**src/rtl/wb_queue_pkg.sv**
```systemverilog
// Shared CPU definitions: register file geometry and the write-back entry
// format that execution units hand to the write-back queue.
package wb_queue_pkg;

    localparam int DATA_W   = 16;
    localparam int ADDR_W   = 3;
    localparam int NUM_REGS = 1 << ADDR_W;

    typedef struct packed {
        logic [ADDR_W-1:0] dest;
        logic [DATA_W-1:0] data;
    } wb_entry_t;

endpackage

```
**src/rtl/wb_fwd_match.sv**
```systemverilog
// Youngest-first search of the valid queue entries for one read select;
// falls back to the raw register file data when nothing matches.
module wb_fwd_match #(
    parameter int DEPTH  = 4,
    parameter int DATA_W = wb_queue_pkg::DATA_W,
    parameter int ADDR_W = wb_queue_pkg::ADDR_W
) (
    input  logic [$clog2(DEPTH)-1:0] headPtr,
    input  logic [$clog2(DEPTH):0]   validCount,
    input  logic [ADDR_W-1:0]        destArr [DEPTH],
    input  logic [DATA_W-1:0]        dataArr [DEPTH],
    input  logic [ADDR_W-1:0]        sel,
    input  logic [DATA_W-1:0]        rfData,
    output logic [DATA_W-1:0]        fwdData
);
    localparam int PTR_W = $clog2(DEPTH);
    localparam int CNT_W = PTR_W + 1;

    logic [DEPTH-1:0]  hit;
    logic [DATA_W-1:0] ageData [DEPTH];

    // Slot gi holds the gi-th oldest entry, so the highest hit is the youngest.
    genvar gi;
    generate
        for (gi = 0; gi < DEPTH; gi++) begin : g_age
            logic [PTR_W-1:0] idx;
            assign idx         = headPtr + PTR_W'(gi);
            assign hit[gi]     = (CNT_W'(gi) < validCount) && (destArr[idx] == sel);
            assign ageData[gi] = dataArr[idx];
        end
    endgenerate

    always_comb begin
        fwdData = rfData;
        for (int k = 0; k < DEPTH; k++) begin
            if (hit[k]) fwdData = ageData[k];
        end
    end

endmodule

```
**src/rtl/wb_queue.sv**
```systemverilog
// In-order write-back queue feeding the register file write port, with
// forwarding of pending writes onto both read ports.
module wb_queue #(
    parameter int DEPTH  = 4,
    parameter int DATA_W = wb_queue_pkg::DATA_W,
    parameter int ADDR_W = wb_queue_pkg::ADDR_W
) (
    input  logic                     clk,
    input  logic                     reset,
    input  logic                     wbValid,
    output logic                     wbReady,
    input  logic [ADDR_W-1:0]        wbDest,
    input  logic [DATA_W-1:0]        wbData,
    input  logic                     portBusy,
    output logic                     regWrite,
    output logic [ADDR_W-1:0]        rd,
    output logic [DATA_W-1:0]        writeData,
    input  logic [ADDR_W-1:0]        rs,
    input  logic [ADDR_W-1:0]        rt,
    input  logic [DATA_W-1:0]        rfR0,
    input  logic [DATA_W-1:0]        rfR1,
    output logic [DATA_W-1:0]        outR0,
    output logic [DATA_W-1:0]        outR1,
    output logic [$clog2(DEPTH):0]   count,
    output logic                     empty,
    output logic                     full
);
    localparam int PTR_W = $clog2(DEPTH);
    localparam int CNT_W = PTR_W + 1;

    logic [ADDR_W-1:0] destMem [DEPTH];
    logic [DATA_W-1:0] dataMem [DEPTH];

    logic [PTR_W-1:0] headReg, headNext;
    logic [PTR_W-1:0] tailReg, tailNext;
    logic [CNT_W-1:0] countReg, countNext;
    logic             enq;
    logic             deq;

    assign empty     = (countReg == '0);
    assign full      = (countReg == CNT_W'(DEPTH));
    assign wbReady   = !full;
    assign count     = countReg;
    assign regWrite  = !empty && !portBusy && !reset;
    assign rd        = destMem[headReg];
    assign writeData = dataMem[headReg];
    assign enq       = wbValid && wbReady && !reset;
    assign deq       = regWrite;

    // DEPTH is a power of two, so pointers wrap by plain truncation.
    always_comb begin
        headNext  = headReg;
        tailNext  = tailReg;
        countNext = countReg;
        if (enq) tailNext = tailReg + PTR_W'(1);
        if (deq) headNext = headReg + PTR_W'(1);
        case ({enq, deq})
            2'b10:   countNext = countReg + CNT_W'(1);
            2'b01:   countNext = countReg - CNT_W'(1);
            default: countNext = countReg;
        endcase
    end

    always_ff @(posedge clk) begin
        if (reset) begin
            headReg  <= '0;
            tailReg  <= '0;
            countReg <= '0;
        end else begin
            headReg  <= headNext;
            tailReg  <= tailNext;
            countReg <= countNext;
        end
    end

    // Entry storage needs no reset: occupancy alone decides validity.
    genvar gi;
    generate
        for (gi = 0; gi < DEPTH; gi++) begin : g_entry
            always_ff @(posedge clk) begin
                if (enq && (tailReg == PTR_W'(gi))) begin
                    destMem[gi] <= wbDest;
                    dataMem[gi] <= wbData;
                end
            end
        end
    endgenerate

    wb_fwd_match #(.DEPTH(DEPTH), .DATA_W(DATA_W), .ADDR_W(ADDR_W)) uFwd0 (
        .headPtr    (headReg),
        .validCount (countReg),
        .destArr    (destMem),
        .dataArr    (dataMem),
        .sel        (rs),
        .rfData     (rfR0),
        .fwdData    (outR0)
    );

    wb_fwd_match #(.DEPTH(DEPTH), .DATA_W(DATA_W), .ADDR_W(ADDR_W)) uFwd1 (
        .headPtr    (headReg),
        .validCount (countReg),
        .destArr    (destMem),
        .dataArr    (dataMem),
        .sel        (rt),
        .rfData     (rfR1),
        .fwdData    (outR1)
    );

endmodule
```
**config.mk**
```make
export PLATFORM = sky130hd
export DESIGN_NAME = wb_queue
export DESIGN_NICKNAME = d
export VERILOG_FILES = /design/src/rtl/wb_queue_pkg.sv /design/src/rtl/wb_fwd_match.sv /design/src/rtl/wb_queue.sv
export SDC_FILE = /design/constraint.sdc
export NUM_CORES = 1
export LEC_CHECK = 0
export ABC_AREA = 1
export CORE_MARGIN = 4
export CORE_UTILIZATION = 39
export DETAILED_ROUTE_END_ITERATION = 8
export DONT_BUFFER_PORTS = 1
export PLACE_DENSITY = 0.54
export SETUP_SLACK_MARGIN = 0.02
export SKIP_CTS_REPAIR_TIMING = 1
export SYNTH_ARGS = -nofsm -noshare
export SYNTH_HDL_FRONTEND = slang
export SYNTH_SLANG_ARGS = --single-unit
```
**constraint.sdc**
```tcl
create_clock -name clk -period 3 [get_ports clk]
set_clock_uncertainty 0.15 [all_clocks]
set_input_delay 0.45 -clock clk [delete_from_list [all_inputs] [get_ports clk]]
set_output_delay 0.45 -clock clk [all_outputs]
set_load 0.02 [all_outputs]
```
==> flow_summary_export.csv, run 1 <==
group,metric,value,unit
run_status,status,"finished, final reports clean",
critical_path,cp_slowest_stage_delay,0.52,ns
route,firstDrtPassIters,5,
critical_path,path_cells,"inv_6 > buf_12 > nand2_1 > nand2_1 > o21ai_0 > nand3_1 > nand3_1 > nand3_1 > nand2_1 > nand2_2",
synthesis,ys_ff_latch,83,
timing,max-slew-margin-rel,0.577,
global_route,overflow,0,
final_layout,final_common_cell,"nand2_1",
final_layout,diodes,0,
critical_path,critPathSlowestCell,"o21ai_0",
die,rows,48,
timing,worst_pin_slew,0.627,ns
cts,cts_max_path_buffers,2,
synthesis,ys_types,30,
critical_path,crit_arrival,2.30,ns
final_layout,finalNetCount,1155,
critical_path,cp-start-kind,"flop",
final_layout,layout_common_cells,"nand2_1 (438), nand3_1 (169), inv_1 (125)",
timing,holdWs,0.0562,ns
route,drtIter0Drc,639,
power_and_ir_drop,power_density,542,nW/um2
critical_path,endpoint_kind,"output pin",
global_route,grt_usage,0.206,
critical_path,rrSetupSlack,0.67,ns
cts,cts_max_level,3,
route,wire_per_inst,16.5,um
synthesis,syn_nets,1148,
place,dp_cells,1284,
route,drc,0,
cts,clock_sinks,83,
synthesis,ys_warn_count,0,
cts,clk-insertion-delay-late,0.33,ns
place,dp_hpwl,16.9,mm
global_route,grt_max_degree,83,
synthesis,postSynthCellCount,1078,
critical_path,worstSetupPathType,"flop to output pin",
die,dieArea,20000,um2
synthesis,synthTopCellsByArea,"edfxtp_1 (33%), nand2_1 (25%), nand3_1 (13%)",
final_layout,final_cells,1315,
die,start_util,0.400,
route,wirelength,21.6,mm
job,maxCapViolCount,0,
power_and_ir_drop,irDropWorstVdd,278,uV
die,io_pins,119,
route,vias_per_cell,5.08,
global_route,grt_pass1_vias,5893,
synthesis,yosysSeqAreaShare,0.349,
synthesis,syn_area,6950,um2
timing,hold_viol_final,0,
cts,cts_tree,"done",
die,die_w,141,um
synthesis,synth_top_cell_by_area,"edfxtp_1",
global_route,antenna_found_initial,0,
route,vias,6677,
die,chipHeight,141,um
timing,drv_slew,0,
global_route,grt_first_pass_wirelength,33.0,mm
synthesis,syn_avg_cell_area,6.45,um2
power_and_ir_drop,power_leakage,3.87,nW
timing,tns,0,ns
final_layout,drive_gt1_frac,0.126,
timing,setup_viol,0,
route,ant_nets,0,
final_layout,final_core_util,0.457,
cts,clk_pin_slew,0.05,ns
critical_path,critical_path_buf_inv_count,2,
synthesis,yosys.area.top_type_share,0.328,
cts,root_buffer,"clkbuf_16",
die,core,17400,um2
critical_path,worstPathMaxFanout,32,
place,globalplace.congestion,0.916,
timing,max_freq,0.345,GHz
final_layout,area_growth,14.3,%
timing,min_period,2.90,ns
min_path,hold_path.class,"input port to flop",
critical_path,required,2.40,ns
cts,cts_buffers,9,
timing,rsz0062_at_grt,"yes",
place,port_buffers,0,
timing,fin_crit_sh,0.967,
critical_path,cpLargestDelayFamily,"simple AND/OR/NAND/NOR gates",
==> sequential cells by signal, summed over array words and instances (netlist names) <==
signal / count
count: 3
dataMem: 64
destMem: 12
headReg: 2
tailReg: 2
==> synthesized netlist by cell type (all sizes together) <==
library cell	number
nand3	175
a21oi	7
edfxtp	76
o21ai	83
buf	41
a211oi	1
xor2	3
ha	9
nand2	480
mux2i	16
a21boi	1
clkbuf	11
inv	132
nor3	3
nor2	33
dfxtp	7
==> logic make-up (layout without fill, tap and decap cells) <==
kind of cell             Yosys count  count (layout)  share of synthesized area
flip-flops                        83              83                      0.349
AO/OA/AOI/OAI                     92              92                     0.0697
multiplexers                      16              16                     0.0231
adder cells (fa/ha/maj)            9               9                     0.0162
buffers and inverters            184             195                      0.114
AND/OR/NAND/NOR                  691             692                      0.424
XOR/XNOR                           3               3                    0.00378
==> per-layer routing <==
metal  track usage  wire length, um  vias to the layer above
met5             0                0                        -
met3        0.0411             1780                       12
met1         0.329            10900                     2971
li1              -                -                     3449
met4        0.0354              134                        0
met2         0.288             8800                      245
==> worst reg2reg max path, stage by stage, from the launching register on <==
cell	delay [ns]
dfxtp_1	0.35
inv_1	0.12
ha_1	0.23
nand2_1	0.23
nand3_1	0.24
nor2_1	0.48
buf_12	0.23
==> report_power, final <==
part           internal [mW]  total (mW)  leakage [nW]  switching, mW
Clock                  0.664        1.05         0.144          0.387
Sequential              1.31        1.34         0.749         0.0294
Combinational          0.553        1.91          2.98           1.36
Total                   2.53        4.30          3.87           1.77
==> final cells by class <==
type	instances	area, um2
Clock buffer	13	250
Clock inverter	3	40.0
Fill cell	1832	9420
Inverter	132	512
Multi-Input combinational cell	812	3890
Sequential cell	83	2430
Tap cell	225	282
Timing Repair Buffer	47	533
==> final timing paths <==
kind                                  from          end  depth (start not counted)
worst min register to register    count[2]     count[2]                          2
worst max-delay path            headReg[0]    outR1[10]                         10
worst max register to register    count[0]  dataMem[10]                          6
worst min-delay path                 reset   tailReg[1]                          1
==> metrics by stage <==
step / instance area [um2] / power, mW / worst slack, ns
floorplan: 6950 / 2.67 / 0.265
global placement: 7220 / 3.06 / 0.0856
detailed placement: 7220 / 3.07 / 0.0632
CTS: 7510 / 4.13 / -0.292
global route: 7940 / 4.59 / 0.00474
finish: 7940 / 4.30 / 0.0975
Note: power is estimated with default switching activity, not from simulation.
==> run 2, diff against run 1 <==
SETUP_SLACK_MARGIN = unset   (was 0.02)
SLEW_MARGIN = 20   (was unset)
==> run 2 against run 1 <==
Flip-flop and latch count is the same; largest power group unchanged; fmax grew 0.57%; combinational power barely moved; clock-buffer cell count stayed put; cell count fell by 0.15%; sequential power is essentially flat; non-clock buffer count is 2 lower; via count shrank 0.96%.
==> flow_summary_export.csv, run 2 (synthesis gave the netlist of run 1 again) <==
group,metric,value,unit
cts,cts_tree,"done",
timing,timing.final.ws_setup,0.114,ns
die,start_util,0.400,
final_layout,largest_reg_flops,64,
die,core,17400,um2
place,globalplace.congestion,0.916,
final_layout,multi_input_area,3880,um2
route,drc,0,
critical_path,worstSetupPathType,"flop to output pin",
place,port_buffers,0,
route,wl_met1,11.0,mm
die,chipHeight,141,um
final_layout,top_register,"dataMem",
critical_path,endpoint_kind,"output pin",
final_layout,regArea,2430,um2
timing,drv_slew,0,
final_layout,finalNetCount,1153,
power_and_ir_drop,irDropWorstVdd,278,uV
power_and_ir_drop,p_sw,1.77,mW
critical_path,path_cells,"buf_16 > nand2_1 > nand2_4 > nand3_1 > nand2_1 > nor2_1 > nor2_1 > nand2_4 > inv_6 > nand2_1 > nand3_1 > nand2_1 > nand2_1",
power_and_ir_drop,clkPwrFrac,0.245,
route,wl_met2,8.67,mm
critical_path,worstPathMaxFanout,16,
timing,max-slew-margin-rel,0.558,
timing,setup_viol,0,
final_layout,layout_common_cells,"nand2_1 (440), nand3_1 (169), inv_1 (125)",
job,maxCapViolCount,0,
global_route,grt_usage,0.206,
place,dp_hpwl,16.9,mm
route,vias_per_cell,5.04,
die,dieArea,20000,um2
final_layout,diodes,0,
global_route,grt_max_degree,83,
die,die_w,141,um
final_layout,nFillCells,1837,
route,drtIter0Drc,618,
power_and_ir_drop,power_density,544,nW/um2
global_route,grt_first_pass_wirelength,33.0,mm
route,ant_nets,0,
min_path,hold_path.class,"input port to flop",
die,io_pins,119,
timing,max_freq,0.346,GHz
timing,hold_viol_final,0,
power_and_ir_drop,power_leakage,3.86,nW
place,dp_slack,0.0632,ns
final_layout,drive_gt1_frac,0.121,
critical_path,critPathMostFrequentCell,"nand2_1",
power_and_ir_drop,power.internal,2.52,mW
route,wire_per_inst,16.4,um
power_and_ir_drop,swShare,0.412,
global_route,grt_pass1_vias,5893,
route,top_layer_used,"met4",
timing,fin_crit_sh,0.962,
cts,clk-insertion-delay-late,0.33,ns
route,firstDrtPassIters,5,
route,vias,6613,
die,rows,48,
cts,cts_max_path_buffers,2,
cts,cts_max_level,3,
global_route,antenna_found_initial,0,
critical_path,cp-start-kind,"flop",
global_route,overflow,0,
run_status,status,"finished, final reports clean",
cts,cts_buffers,9,
critical_path,crit_arrival,2.29,ns
critical_path,required,2.40,ns
cts,clk_pin_slew,0.05,ns
route,routed-wl-met3,1.71,mm
critical_path,critPathSlowestCell,"dfxtp_4",
timing,worst_pin_slew,0.655,ns
final_layout,final_core_util,0.455,
critical_path,cpLargestDelayFamily,"simple AND/OR/NAND/NOR gates",
route,wirelength,21.5,mm
final_layout,final_common_cell,"nand2_1",
final_layout,area_growth,13.5,%
cts,root_buffer,"clkbuf_16",
cts,clock_sinks,83,
power_and_ir_drop,p_comb_frac,0.443,
timing,min_period,2.89,ns
critical_path,critical_path_buf_inv_count,2,
power_and_ir_drop,seq_power_share,0.312,
critical_path,cp_slowest_stage_delay,0.45,ns
[run 2: power groups by stage]
stage               registers (mW)  logic, mW  clock network (mW)
finish                        1.34       1.90                1.05
global route                  1.34       2.11                1.13
CTS                           1.33       1.72                1.08
detailed placement            1.35       1.72                   0
global placement              1.35       1.71                   0
floorplan                     1.36       1.32                   0
[run 2: through the flow]
step / total power [mW] / area, um2 / TNS, ns / hold WS (ns) / std cells
6_report: 4.29 / 7890 / 0 / 0.0562 / 1313
5_1_grt: 4.57 / 7890 / -0.0283 / 0.0480 / 1313
4_1_cts: 4.13 / 7510 / -6.88 / 0.0467 / 1300
3_5_place_dp: 3.07 / 7220 / 0 / 0.374 / 1284
3_3_place_gp: 3.06 / 7220 / 0 / 0.362 / 1284
2_1_floorplan: 2.67 / 6950 / 0 / 0.348 / 1078
[run 2: worst paths after layout]
check             startpoint           to  slack, ns  cells past startpoint
setup reg to reg    count[0]  dataMem[10]       0.66                      6
hold reg to reg     count[2]     count[2]       0.40                      2
hold / removal         reset   tailReg[1]       0.06                      1
setup / recovery  headReg[0]    outR0[15]       0.11                     13
[run 2: routing by layer]
layer / up-vias / global-route usage
met3: 12 / 0.0411
met4: 0 / 0.0354
met2: 241 / 0.288
met1: 2917 / 0.329
li1: 3443 / -
met5: - / 0
[run 2: layout make-up]
class,instances,share of cell area
Sequential cell,83,0.308
Tap cell,225,0.0357
Timing Repair Buffer,45,0.0631
Multi-Input combinational cell,812,0.492
Clock buffer,13,0.0317
Clock inverter,3,0.00508
Inverter,132,0.0652
